[config.mk]
export PLATFORM = sky130hd
export DESIGN_NAME = fetch_unit
export DESIGN_NICKNAME = d
export VERILOG_FILES = /design/src/rtl/fetch_unit.sv
export SDC_FILE = /design/constraint.sdc
export NUM_CORES = 1
export LEC_CHECK = 0
export CAP_MARGIN = 20
export CORE_MARGIN = 2
export CORE_UTILIZATION = 45
export DETAILED_ROUTE_END_ITERATION = 8
export PLACE_DENSITY = 0.89
export SLEW_MARGIN = 20
export SYNTH_ARGS = -nofsm -noshare
export SYNTH_HDL_FRONTEND = slang
export SYNTH_SLANG_ARGS = --single-unit
[constraint.sdc]
create_clock -name clk -period 3.1 [get_ports clk]
set_clock_uncertainty 0.1 [all_clocks]
set_input_delay 0.62 -clock clk [delete_from_list [all_inputs] [get_ports clk]]
set_output_delay 0.62 -clock clk [all_outputs]
set_load 0.02 [all_outputs]
[src/rtl/fetch_unit.sv]
// Instruction fetch stage: PC owner, single-outstanding imem requester, IF/ID producer.
// Optional FETCH_PERF_EN adds perf_fetched / perf_squashed counters.
module fetch_unit #(
  parameter logic [31:0] RESET_PC = 32'h0000_0000
) (
  input  logic        clk,
  input  logic        rst,
  input  logic        stall,
  input  logic        redirect,
  input  logic [31:0] redirect_pc,
  output logic        imem_req,
  output logic [31:0] imem_addr,
  input  logic        imem_ready,
  input  logic        imem_rvalid,
  input  logic [31:0] imem_rdata,
  output logic        fetch_valid,
  output logic [31:0] instd,
  output logic [31:0] pcd,
  output logic [31:0] pc4d
`ifdef FETCH_PERF_EN
  ,
  output logic [31:0] perf_fetched,
  output logic [31:0] perf_squashed
`endif
);

  typedef enum logic [1:0] {
    S_RST,
    S_REQ,
    S_WAIT,
    S_HOLD
  } state_e;

  state_e      state_q, state_d;
  logic [31:0] pc_q, pc_d;
  logic [31:0] hold_q, hold_d;
  logic        drop_q, drop_d;
  logic [31:0] tgt_pc;
  logic [31:0] pc_inc;
  logic [31:0] inst_sel;
  logic        discard;

  assign tgt_pc = redirect_pc & 32'hFFFF_FFFC;
  assign pc_inc = pc_q + 32'd4;

  always_comb begin
    state_d     = state_q;
    pc_d        = pc_q;
    hold_d      = hold_q;
    drop_d      = drop_q;
    imem_req    = 1'b0;
    fetch_valid = 1'b0;
    inst_sel    = hold_q;
    discard     = 1'b0;
    unique case (state_q)
      S_RST: state_d = S_REQ;
      S_REQ: begin
        imem_req = 1'b1;
        if (redirect) pc_d = tgt_pc;
        if (imem_ready) begin
          state_d = S_WAIT;
          drop_d  = redirect;
        end
      end
      S_WAIT: begin
        inst_sel = imem_rdata;
        if (!imem_rvalid) begin
          if (redirect) begin
            drop_d = 1'b1;
            pc_d   = tgt_pc;
          end
        end else if (drop_q) begin
          drop_d  = 1'b0;
          discard = 1'b1;
          state_d = S_REQ;
          if (redirect) pc_d = tgt_pc;
        end else if (redirect) begin
          discard = 1'b1;
          pc_d    = tgt_pc;
          state_d = S_REQ;
        end else begin
          fetch_valid = 1'b1;
          if (!stall) begin
            pc_d    = pc_inc;
            state_d = S_REQ;
          end else begin
            hold_d  = imem_rdata;
            state_d = S_HOLD;
          end
        end
      end
      S_HOLD: begin
        if (redirect) begin
          pc_d    = tgt_pc;
          state_d = S_REQ;
        end else begin
          fetch_valid = 1'b1;
          if (!stall) begin
            pc_d    = pc_inc;
            state_d = S_REQ;
          end
        end
      end
      default: state_d = S_RST;
    endcase
  end

  // Address is parked at zero while coming out of reset so every output reads 0.
  assign imem_addr = (state_q == S_RST) ? 32'h0 : pc_q;
  assign instd     = fetch_valid ? inst_sel : 32'h0;
  assign pcd       = fetch_valid ? pc_q : 32'h0;
  assign pc4d      = fetch_valid ? pc_inc : 32'h0;

  always_ff @(posedge clk) begin
    if (rst) begin
      state_q <= S_RST;
      pc_q    <= RESET_PC;
      hold_q  <= 32'h0;
      drop_q  <= 1'b0;
    end else begin
      state_q <= state_d;
      pc_q    <= pc_d;
      hold_q  <= hold_d;
      drop_q  <= drop_d;
    end
  end

`ifdef FETCH_PERF_EN
  logic [31:0] fetched_q, fetched_d;
  logic [31:0] squashed_q, squashed_d;

  always_comb begin
    fetched_d  = fetched_q;
    squashed_d = squashed_q;
    if (fetch_valid && !stall) fetched_d = fetched_q + 32'd1;
    if (discard) squashed_d = squashed_q + 32'd1;
  end

  always_ff @(posedge clk) begin
    if (rst) begin
      fetched_q  <= 32'h0;
      squashed_q <= 32'h0;
    end else begin
      fetched_q  <= fetched_d;
      squashed_q <= squashed_d;
    end
  end

  assign perf_fetched  = fetched_q;
  assign perf_squashed = squashed_q;
`endif

endmodule

======== Word-level counts from Yosys, hierarchy flattened ========
Index checks and enable logic that the tools add are counted.
cells by class
  reduce and logical (&&, ||, !) cells .... 6
  $add $sub $neg .......................... 1
  bitwise operators ....................... 2
  multiplexer cells ....................... 28
  eq/ne operators ......................... 7
operators by type and width
  cell                                                  number
  two-way mux 32 bit                                    10
  one-hot mux 32 bit (3 select lines)                   1
  adder 32 x 3 -> 32 bit (second input constant)        1
  two-way mux 2 bit                                     7
  one-hot mux 2 bit (4 select lines)                    1
  two-way mux 1 bit                                     7
  inequality test 3 bit (second input constant)         2
  AND reduction 3 bit                                   2
  AND reduction 5 bit                                   1
  equality test 2 bit (second input constant)           2
  inequality test 2 bit (second input constant)         2
  one-hot mux 1 bit (2 select lines)                    2
  nonzero test 3 bit                                    1
  equality test 2 x 1 -> 1 bit (second input constant)  1
  logical NOT 2 bit                                     1
  NOT 1 bit                                             2
  nonzero test 2 bit                                    1
storage, ports and cells
  output and inout bits ................... 130
  input port bits ......................... 70
  flip-flop bits (word level) ............. 67

======== Logic depth before layout (Yosys ltp) ========
Gate-level depths: netlist (run 1).
  depth in word-level cells ............... 6
  mapped depth ............................ 9
  gate-level depth less buffers ........... 8

======== Worst setup path before layout (run 1) ========
Ideal clock, no wire load.
  kind .................................... in2out
  from .................................... in redirect
  to ...................................... out instd[10]
  cell stages on the path ................. 7
  arrival time ............................ 1.954 ns
  data required time ...................... 2.380 ns
  path buffers ............................ 4
  setup slack ............................. 0.426 ns
  cell sequence ........................... buf_2 -> inv_1 -> clkbuf_1 -> nand2_1 -> clkbuf_1 -> buf_1 -> nor2_1
between the ends
  cells in the longest elaborated chain, start to end .. 5
ends and longest elaborated chain
  item                                    line    text
  start, declared                         9       input logic redirect,
  two-way mux 1 bit (*)                   77, 93
  two-way mux 1 bit                       72      end else if (drop_q) begin
  two-way mux 1 bit                       67      if (!imem_rvalid) begin
  one-hot mux 1 bit (2 select lines) (*)  55      unique case (state_q)
  two-way mux 32 bit (*)                  110     assign instd = fetch_valid ? inst_sel : 32'h0;
  end, declared                           17      output logic [31:0] instd,
Mark *: on every way between the ends. The rest lies on a longest branch, timed or not.

======== Worst setup path after layout (run 1) ========
  from .................................... reg pc_q[2]
  to ...................................... out pc4d[28]
between the ends
  cells in the longest elaborated chain, start to end .. 2
ends and longest elaborated chain
  item                    line  text
  start, declared         35    logic [31:0] pc_q, pc_d;
  start signal, assigned  122   pc_q <= pc_d;
  adder 32 x 3 -> 32 bit  44    assign pc_inc = pc_q + 32'd4;
  two-way mux 32 bit      112   assign pc4d = fetch_valid ? pc_inc : 32'h0;
  end, declared           19    output logic [31:0] pc4d
No other way between the ends.

==> flow_metrics.tcl, run 1 <==
set metrics [dict create \
    seq_power_share 0.334 \
    cts-root-buf "sky130_fd_sc_hd__clkbuf_16" \
    met2_usage 0.487 \
    post-route-min-period_ns 3.00 \
    drive_above_1_share 0.106 \
    die_w_um 111 \
    final.period_utilization 0.967 \
    dpl_worst_slack_ns -0.0826 \
    peak_ir_drop_on_the_vdd_network_uv 285 \
    slew_headroom 0.518 \
    nFillCells 924 \
    clk-insertion-delay-late_ns 0.33 \
    cts_buffers 9 \
    cts.reportedPaths.clkPinSlew_ns 0.06 \
    wire_length_of_the_first_global_routing_pass_mm 29.7 \
    global_route.usage.met3 0.0755 \
    finalMaxSlewViolations 0 \
    synthToLayoutAreaGrowth_pct 52.3 \
    average_instance_area_after_synthesis_um2 7.18 \
    status "finished clean" \
    critPathMaxFanout 11 \
    most_used_flip_flop_cell_after_synthesis "sky130_fd_sc_hd__dfxtp_1" \
    final-hold-violation-count 0 \
    layout.cells.most_common "sky130_fd_sc_hd__nor2_1" \
    rows 39 \
    aggregate_global_route_resource_usage 0.292 \
    leakagePower_uw 0.00376 \
    synth_area_mm2 0.00516 \
    vias_in_the_first_global_route 5919 \
    postRouteAntennaNets 0 \
    cell_pwr_density_mw_per_mm2 367 \
    power.internal_uw 1990 \
    synthesis.yosys.warnings 0 \
    synth_seq_cells 67 \
    grt-busiest-layer "met2" \
    fmax_ghz 0.334 \
    grt_max_degree 59 \
    drv.max_cap_violation_count 0 \
    startpoint_type "register" \
    buffer_ports.inserted 197 \
    global_route.overflow_total 0 \
    cts.htree.levels 3 \
    routed_wire_length_per_instance_um 17.8 \
    antenna_found_initial 0 \
    die_area_mm2 0.0123 \
    vias 6256 \
    antenna_cells_inserted 0 \
    fraction_of_the_yosys_area_taken_by_sequential_cells 0.260 \
    netlist_instances 719 \
    clock_tree_from_tritoncts "yes" \
    cts-hold-fix-buffers 0 \
    detailedRoute.firstPassIterationCount 8 \
    net-switching-power_uw 898 \
    post-place-cells 1042 \
    comb_power_share 0.281 \
    remaining_routing_drc_violations 0 \
    instances_no_fill 1060 \
    cts.sinks 67 \
    critPathKind "register to output port" \
    rsz0062_at_grt "false" \
    worst_slack_ns 0.103 \
    synth.net_count 796 \
    async_flop_share 0 \
    dr.first_iter.drc_count 484 \
    die_height_um 111 \
    design.portCount 200 \
    worst-endpoint-arrival_ns 2.28 \
    most-common-layout-cells "103 x sky130_fd_sc_hd__nor2_1, 99 x sky130_fd_sc_hd__clkdlybuf4s50_1, 91 x sky130_fd_sc_hd__nand2_1" \
    switching_share 0.311 \
    dp.final_hpwl_mm 12.8 \
    critical_path.endpoint_type "output port" \
    groute.layer.met1.usage 0.350 \
    vias_per_cell 5.90 \
    start_util 0.456 \
    nets 989 \
    finalWirelength_mm 18.9 \
    core_region_area_mm2 0.0113 \
    netlist-cell-type-count 62 \
    finalWeightedCongestion 0.916 \
    worst_pin_slew_ns 0.718 \
    clock_power_share 0.385 \
    cts_buffer_depth 2 \
    cp.required_ns 2.38 \
    synth_edf_count 0 \
    final-setup-viol-count 0 \
    hold_path_class "register to register" \
]
-- stage by stage --
stage / total power [µW] / area (µm²) / TNS (ns) / hold slack, ns / util
after floorplan: 1420 / 5160 / 0 / 0.336 / -
after global placement: 1750 / 7500 / -0.283 / 0.341 / 0.662
after detailed placement: 1770 / 7500 / -2.34 / 0.346 / 0.662
after CTS: 2880 / 7760 / 0 / 0.354 / 0.685
after global routing: 3000 / 7860 / 0 / 0.374 / 0.695
final: 2890 / 7860 / 0 / 0.352 / 0.695
-- final timing paths --
check                                end  slack, ns  cells after the start                    start
hold reg to reg   hold_q[8]$_SDFFE_PP0P_       0.35                      2   hold_q[8]$_SDFFE_PP0P_
setup / recovery                pc4d[28]       0.10                      8     pc_q[2]$_SDFFE_PP0P_
setup reg to reg   pc_q[17]$_SDFFE_PP0P_       0.51                      9  state_q[0]$_SDFFE_PP0P_
hold / removal    hold_q[8]$_SDFFE_PP0P_       0.35                      2   hold_q[8]$_SDFFE_PP0P_
-- registers in the layout (all words and copies together), names as in the netlist --
signal,cells
pc_q,32
drop_q,1
state_q,2
hold_q,32
-- final cells by class --
class                           instances  area (µm²)  area share
Multi-Input combinational cell        563        3470       0.442
Clock buffer                           10         229      0.0291
Sequential cell                        67        1340       0.171
Tap cell                              143         179      0.0228
Inverter                               13        48.8     0.00621
Timing Repair Buffer                  258        2500       0.318
Clock inverter                          6        90.1      0.0115
-- kinds of logic after synthesis --
family / Yosys count / share of synthesized area
AO/OA/AOI/OAI: 138 / 0.176
XOR/XNOR: 34 / 0.0577
adder cells (fa/ha/maj): 7 / 0.0170
buffers and inverters: 89 / 0.0722
flip-flops: 67 / 0.260
multiplexers: 48 / 0.0935
AND/OR/NAND/NOR: 336 / 0.324
-- critical path, cell delays in order, from the launching register on --
cell	delay, ns
sky130_fd_sc_hd__dfxtp_1	0.42
sky130_fd_sc_hd__ha_1	0.22
sky130_fd_sc_hd__nand4_2	0.12
sky130_fd_sc_hd__nor2_1	0.14
sky130_fd_sc_hd__buf_4	0.21
sky130_fd_sc_hd__nand3_1	0.16
sky130_fd_sc_hd__xor2_1	0.18
sky130_fd_sc_hd__nor2_1	0.13
sky130_fd_sc_hd__dlygate4sd2_1	0.36
-- per-layer routing --
metal / share of wire / routed length (µm)
met4: 0.036 / 680
met2: 0.48 / 9010
met1: 0.38 / 7210
met5: 0 / 0
met3: 0.10 / 1980
-- power groups by stage --
| stage | Combinational, µW | Clock (µW) | Sequential, µW |
|---|---|---|---|
| finish | 811 | 1110 | 965 |
| global route | 869 | 1170 | 969 |
| CTS | 794 | 1120 | 962 |
| detailed placement | 791 | 0 | 979 |
| global placement | 776 | 0 | 977 |
| floorplan | 466 | 0 | 957 |
-- synthesized netlist by cell type, types with 2 or more instances --
library cell / count / area (µm²)
sky130_fd_sc_hd__nor3_1: 14 / 70.1
sky130_fd_sc_hd__o22ai_1: 14 / 87.6
sky130_fd_sc_hd__mux2_2: 2 / 22.5
sky130_fd_sc_hd__nand2_1: 92 / 345
sky130_fd_sc_hd__dfxtp_1: 67 / 1340
sky130_fd_sc_hd__a211oi_1: 12 / 90.1
sky130_fd_sc_hd__nor3_2: 2 / 20.0
sky130_fd_sc_hd__o21a_1: 3 / 22.5
sky130_fd_sc_hd__o31ai_1: 2 / 15.0
sky130_fd_sc_hd__o21ai_0: 17 / 85.1
sky130_fd_sc_hd__clkbuf_1: 49 / 184
sky130_fd_sc_hd__nor2b_1: 29 / 181
sky130_fd_sc_hd__xor2_1: 21 / 184
sky130_fd_sc_hd__nor4_1: 8 / 50.1
sky130_fd_sc_hd__buf_1: 6 / 22.5
sky130_fd_sc_hd__nor2_1: 104 / 390
sky130_fd_sc_hd__or2_2: 2 / 12.5
sky130_fd_sc_hd__a32oi_1: 2 / 17.5
sky130_fd_sc_hd__nand4_1: 6 / 37.5
sky130_fd_sc_hd__nand2b_1: 4 / 25.0
sky130_fd_sc_hd__o221ai_1: 6 / 52.6
sky130_fd_sc_hd__and4_1: 5 / 43.8
sky130_fd_sc_hd__o311ai_0: 2 / 17.5
sky130_fd_sc_hd__buf_2: 16 / 80.1
sky130_fd_sc_hd__a31oi_1: 5 / 31.3
sky130_fd_sc_hd__mux2i_1: 46 / 460
sky130_fd_sc_hd__nand3_1: 14 / 70.1
sky130_fd_sc_hd__xnor2_1: 13 / 114
sky130_fd_sc_hd__a22oi_1: 5 / 37.5
sky130_fd_sc_hd__inv_1: 13 / 48.8
sky130_fd_sc_hd__a311oi_1: 2 / 17.5
sky130_fd_sc_hd__buf_4: 5 / 37.5
sky130_fd_sc_hd__nor4b_1: 2 / 17.5
sky130_fd_sc_hd__and3_1: 40 / 250
sky130_fd_sc_hd__a21oi_1: 46 / 230
sky130_fd_sc_hd__o211a_1: 5 / 50.1
sky130_fd_sc_hd__ha_1: 7 / 87.6
sky130_fd_sc_hd__a2111oi_0: 3 / 26.3
sky130_fd_sc_hd__a21o_1: 3 / 22.5
sky130_fd_sc_hd__nand3b_1: 3 / 22.5
-- repair_timing --
item | CTS | global route
endpoints found under the setup margin | 82 | 31
setup buffers | 1 | 0
resized for setup | 71 | 32
cloned | 0 | 1
(Power assumes the default switching activity.)
==> inputs of run 2 (changes only) <==
--- a/config.mk
+++ b/config.mk
@@ -5,6 +5,7 @@
 export SDC_FILE = /design/constraint.sdc
 export NUM_CORES = 1
 export LEC_CHECK = 0
+export ABC_CLOCK_PERIOD_IN_PS = 3100
 export CAP_MARGIN = 20
 export CORE_MARGIN = 2
 export CORE_UTILIZATION = 45
==> results of run 2 <==
Final layout, timing and power as in run 1 (identical DEF).
